===== src/rtl/dual_port_mem.sv =====
// dual_port_mem
//   Synchronous simple-dual-port memory with one write port and one read port
//   on a single clock. It tracks which entries have been written since reset
//   and flags reads of entries that were never written. Reads take one cycle.
//   The data array itself is never reset; only the tracking state is.
//
// Ports
//   clk            single clock; all state updates on the rising edge
//   reset          asynchronous, active-high
//   data_in        write data
//   addr_write     write address
//   write          write enable
//   addr_read      read address
//   read           read enable
//   data_out       registered read data; holds its value when read=0
//   valid_out      one-cycle strobe: data_out was updated by a read on the last edge
//   err_unwritten  one-cycle strobe: the last read hit a never-written entry
//   fill_count     number of distinct entries written since reset (saturating)
module dual_port_mem #(
    parameter int DATA_BITS = 8,
    parameter int ADDR_BITS = 6
) (
    input  logic                 clk,
    input  logic                 reset,
    input  logic [DATA_BITS-1:0] data_in,
    input  logic [ADDR_BITS-1:0] addr_write,
    input  logic                 write,
    input  logic [ADDR_BITS-1:0] addr_read,
    input  logic                 read,
    output logic [DATA_BITS-1:0] data_out,
    output logic                 valid_out,
    output logic                 err_unwritten,
    output logic [ADDR_BITS:0]   fill_count
);

    localparam int                 DEPTH = 2 ** ADDR_BITS;
    localparam logic [ADDR_BITS:0] FULL  = (ADDR_BITS + 1)'(DEPTH);

    // The storage array is not reset.
    logic [DATA_BITS-1:0] mem_q [DEPTH];

    logic [DEPTH-1:0]     written_q,  written_d;
    logic [ADDR_BITS:0]   fill_q,     fill_d;
    logic [DATA_BITS-1:0] data_out_q, data_out_d;
    logic                 valid_q,    valid_d;
    logic                 err_q,      err_d;

    always_comb begin
        written_d  = written_q;
        fill_d     = fill_q;
        data_out_d = data_out_q;
        valid_d    = read;
        err_d      = 1'b0;

        if (write) begin
            written_d[addr_write] = 1'b1;
            // Count only first writes to an entry. The saturation guard is
            // defensive: distinct entries can never exceed DEPTH.
            if (!written_q[addr_write] && fill_q != FULL)
                fill_d = fill_q + 1'b1;
        end

        if (read) begin
            if (write && addr_write == addr_read) begin
                // Write-first bypass. This applies even when the write is the
                // entry's first, so no error is flagged.
                data_out_d = data_in;
            end else if (written_q[addr_read]) begin
                data_out_d = mem_q[addr_read];
            end else begin
                data_out_d = '0;
                err_d      = 1'b1;
            end
        end
    end

    always_ff @(posedge clk) begin
        if (write)
            mem_q[addr_write] <= data_in;
    end

    always_ff @(posedge clk or posedge reset) begin
        if (reset) begin
            written_q  <= '0;
            fill_q     <= '0;
            data_out_q <= '0;
            valid_q    <= 1'b0;
            err_q      <= 1'b0;
        end else begin
            written_q  <= written_d;
            fill_q     <= fill_d;
            data_out_q <= data_out_d;
            valid_q    <= valid_d;
            err_q      <= err_d;
        end
    end

    assign data_out      = data_out_q;
    assign valid_out     = valid_q;
    assign err_unwritten = err_q;
    assign fill_count    = fill_q;

endmodule


===== config.mk =====
export PLATFORM = sky130hd
export DESIGN_NAME = dual_port_mem
export DESIGN_NICKNAME = d
export VERILOG_FILES = /design/src/rtl/dual_port_mem.sv
export SDC_FILE = /design/constraint.sdc
export NUM_CORES = 1
export LEC_CHECK = 0
export ABC_AREA = 1
export BUFFER_PORTS_ARGS = -buffer_cell sky130_fd_sc_hd__clkbuf_2
export CAP_MARGIN = 20
export CORE_MARGIN = 2
export CORE_UTILIZATION = 55
export DETAILED_ROUTE_END_ITERATION = 8
export GPL_TIMING_DRIVEN = 0
export PLACE_DENSITY = 0.71
export SLEW_MARGIN = 40
export SYNTH_ARGS = -nofsm -noshare
export SYNTH_HDL_FRONTEND = slang
export SYNTH_SLANG_ARGS = --single-unit

===== constraint.sdc =====
create_clock -name clk -period 3.8 [get_ports clk]
set_clock_uncertainty 0.1 [all_clocks]
set_input_delay 0.76 -clock clk [delete_from_list [all_inputs] [get_ports clk]]
set_output_delay 0.76 -clock clk [all_outputs]
set_load 0.01 [all_outputs]

==> flow_metrics.py <==
metrics = {
    "final_layout": {
        "nets": 2460,
        "drive_above_1_share_pct": 13.1,
        "final.fill_count": 3662,
        "area_delta_synth_final_pct": 12.3,
        "layout_common_cells": "nand2_1 (774), edfxtp_1 (512), nand3_1 (498), dfrtp_1 (81), buf_2 (63)",
        "fin_cells": 3081,
        "final_common_cell": "nand2_1",
        "diodes": 0,
    },
    "yosys": {
        "yosysSeqAreaShare_pct": 69.2,
        "ys_warn_count": 0,
        "synth_area_um2": 25200,
        "synth_cell_types": 37,
        "synth-compound-area-share_pct": 2.11,
        "synth_area_per_cell_um2": 10.8,
        "ys_ff_latch": 593,
        "synthAdderAreaFrac_pct": 0.0995,
        "synth_top_family_by_area": "simple AND/OR/NAND/NOR gates",
        "synth_cells": 2329,
        "synth.mux.area_fraction_pct": 0,
        "synth_top_area_share_pct": 61.1,
        "postSynthNetCount": 2355,
        "synth_xor_xnor_area_share_pct": 0.174,
        "yosys.area_share.simple_pct": 24.5,
        "synth_top_area_cell": "edfxtp_1",
        "yosys-top-cells-area": "edfxtp_1 (61%), nand2_1 (12%), nand3_1 (9.9%)",
    },
    "sta": {
        "max-slew-margin-rel_pct": 40.4,
        "hold_slack_ps": 167,
        "worst_slack_ps": 898,
        "min_period_ps": 2900,
        "fmax_ghz": 0.345,
        "rsz0062_at_grt": "no",
        "tightest_slew_ps": 894,
        "finalMaxSlewViolations": 0,
        "setup_viol": 0,
        "finalCritPeriodShare_pct": 76.4,
        "finalHoldViolations": 0,
        "fin_tns_setup_ps": 0,
    },
    "grt": {
        "antenna_found_initial": 1,
        "grt_pass1_vias": 18185,
        "grt_first_pass_wirelength_mm": 123,
        "grt_overflow": 0,
        "grt_start_max_net_pins": 66,
        "grt_util_all_layers_pct": 37.0,
    },
    "power": {
        "leakagePower_uw": 0.0109,
        "ir_drop_mv": 0.412,
        "power.density_nw_per_um2": 503,
    },
    "routing": {
        "drt-total-wl_mm": 87.0,
        "first_iter_violations": 2885,
        "ant_nets": 0,
        "vias": 19187,
        "wl_per_cell_um": 28.2,
        "drt_first_pass_iters": 8,
        "drc": 0,
        "vias_per_cell": 6.23,
    },
    "clocking": {
        "cts_sinks": 593,
        "cts_tree": "yes",
        "h-tree-depth": 2,
        "cts_root_buf": "clkbuf_16",
        "clockBufferDepth": 3,
        "clkTransAtPathRegs_ps": 60,
        "clkLatencyLatePin_ps": 640,
        "cts_made_buffers": 58,
        "cts_resized": 0,
    },
    "setup_path": {
        "critPathMostFrequentCell": "nand3_1",
        "r2r_slack_ps": 1950,
        "r2r_start": "written_q[7]$_DFFE_PP0P_",
        "reg2reg_depth": 10,
        "cp_max_fo": 10,
        "crit_chain": "clkbuf_2, clkbuf_1, clkbuf_1, nand3_1, nand2_1, nand2_1, nand3_1, nand3_1, nand2_1, nand3_1, a21oi_1",
        "cp.buffers_inverters": 3,
        "start_kind": "input pin",
        "cpPeakStageDelay_ps": 630,
        "critPathTopFamily": "buffers and inverters",
        "arrival_ps": 3350,
        "criticalPathCategory": "in2reg",
        "crit_required_ps": 4250,
        "worstReg2RegEnd": "data_out[1]$_DFFE_PP0P_",
        "slowest_stage": "clkbuf_1",
        "cp-end-kind": "register",
    },
    "floorplan": {
        "chipHeight_um": 218,
        "die-area_um2": 47500,
        "initial_core_util_pct": 55.6,
        "die_width_um": 218,
        "io-pin-count": 41,
        "placementRows": 78,
        "core-area_um2": 45300,
    },
    "place": {
        "pre_cts_ws_ps": 428,
        "portBuffers": 37,
        "gp_congestion": 0.980,
        "dp_hpwl_mm": 58.8,
        "placedCellCount": 2972,
    },
    "worst_hold_path": {
        "hold_path.class": "in2reg",
        "worst_hold_startpoint": "read",
        "whs_path_depth": 1,
        "min_to": "valid_out$_DFF_PP0_",
    },
    "outcome": {
        "status": "completed",
    },
    "job": {
        "max_cap_viol_count": 0,
    },
}
[sequential cells by signal, summed over array words and instances, names as in the netlist]
signal         flops
data_out           8
err_unwritten      1
fill_count         7
mem_q            512
valid_out          1
written_q         64
[timing repair]
item | 4_1_cts | 5_1_grt
endpoints found under the hold margin | 23 | 0
setup endpoints to repair | 0 | 0
buffers inserted | 0 | 0
hold buffers | 1 | 0
[synth_stat cells]
cell	count
a21oi_1	21
nor2_1	86
clkinv_2	1
nor2_2	1
o22ai_1	20
edfxtp_1	512
nand4_1	9
nor3_1	8
o31ai_1	1
nor2_4	1
buf_1	13
nand3_1	498
nand2_4	1
inv_1	58
nand3b_1	3
o21ai_0	40
buf_6	11
ha_1	2
nand2_1	774
a22oi_1	7
clkinv_1	4
nor2_8	1
buf_2	63
inv_2	15
o2111ai_1	1
xnor2_1	1
nand2_2	3
a31oi_2	1
or2_2	26
o211ai_1	2
buf_4	6
dfrtp_1	81
nand3_4	1
o21ai_1	1
clkbuf_1	45
xor2_1	4
nand3_2	7
[routing by layer]
layer	global-route usage [%]	share of wire (%)	vias to the layer above
li1	-	-	8266
met1	48.3	37	9254
met2	56.2	44	1353
met3	7.98	11	314
met4	24.7	7.9	0
met5	0	0	-
[worst max path at each step]
| stage | cells past startpoint | startpoint | slack [ps] | to |
|---|---|---|---|---|
| final | 11 | addr_read[2] | 900 | data_out[5]$_DFFE_PP0P_ |
| after global routing | 11 | addr_read[2] | 890 | data_out[3]$_DFFE_PP0P_ |
| after CTS | 11 | addr_read[2] | 1080 | data_out[5]$_DFFE_PP0P_ |
| after detailed placement | 7 | addr_write[1] | 430 | mem_q[40][5]$_DFFE_PP_ |
| after global placement | 2 | reset | -350 | written_q[54]$_DFFE_PP0P_ |
| after floorplan | 1 | reset | 860 | data_out[0]$_DFFE_PP0P_ |
[cells by family after synthesis]
group / after synthesis
XOR/XNOR: 5
AND/OR/NAND/NOR: 1419
adder cells (fa/ha/maj): 2
AO/OA/AOI/OAI: 94
flip-flops: 593
buffers and inverters: 216
[final cells by class]
| class | instances | area, um2 | area share (%) |
|---|---|---|---|
| well taps | 600 | 751 | 2.66 |
| inverters | 78 | 299 | 1.06 |
| multi-input cells | 1520 | 6930 | 24.5 |
| flip-flops and latches | 593 | 17400 | 61.6 |
| repair buffers | 45 | 363 | 1.28 |
| clock buffers | 71 | 1520 | 5.39 |
| clock inverters | 36 | 287 | 1.01 |
| plain buffers | 138 | 704 | 2.49 |
[power breakdown]
part | switching (uW) | total [uW] | internal (uW) | leakage [uW]
combinational | 952 | 1310 | 361 | 0.00452
clock | 2490 | 5600 | 3110 | 0.000884
sequential | 103 | 7310 | 7200 | 0.00548
[through the flow]
stage | power (uW) | util [%] | instance area, um2
floorplan | 8110 | - | 25200
global placement | 8660 | 57.6 | 26100
detailed placement | 8710 | 58.3 | 26400
CTS | 14200 | 62.3 | 28200
global route | 14600 | 62.4 | 28300
finish | 14200 | 62.4 | 28300
(Power assumes the default switching activity.)
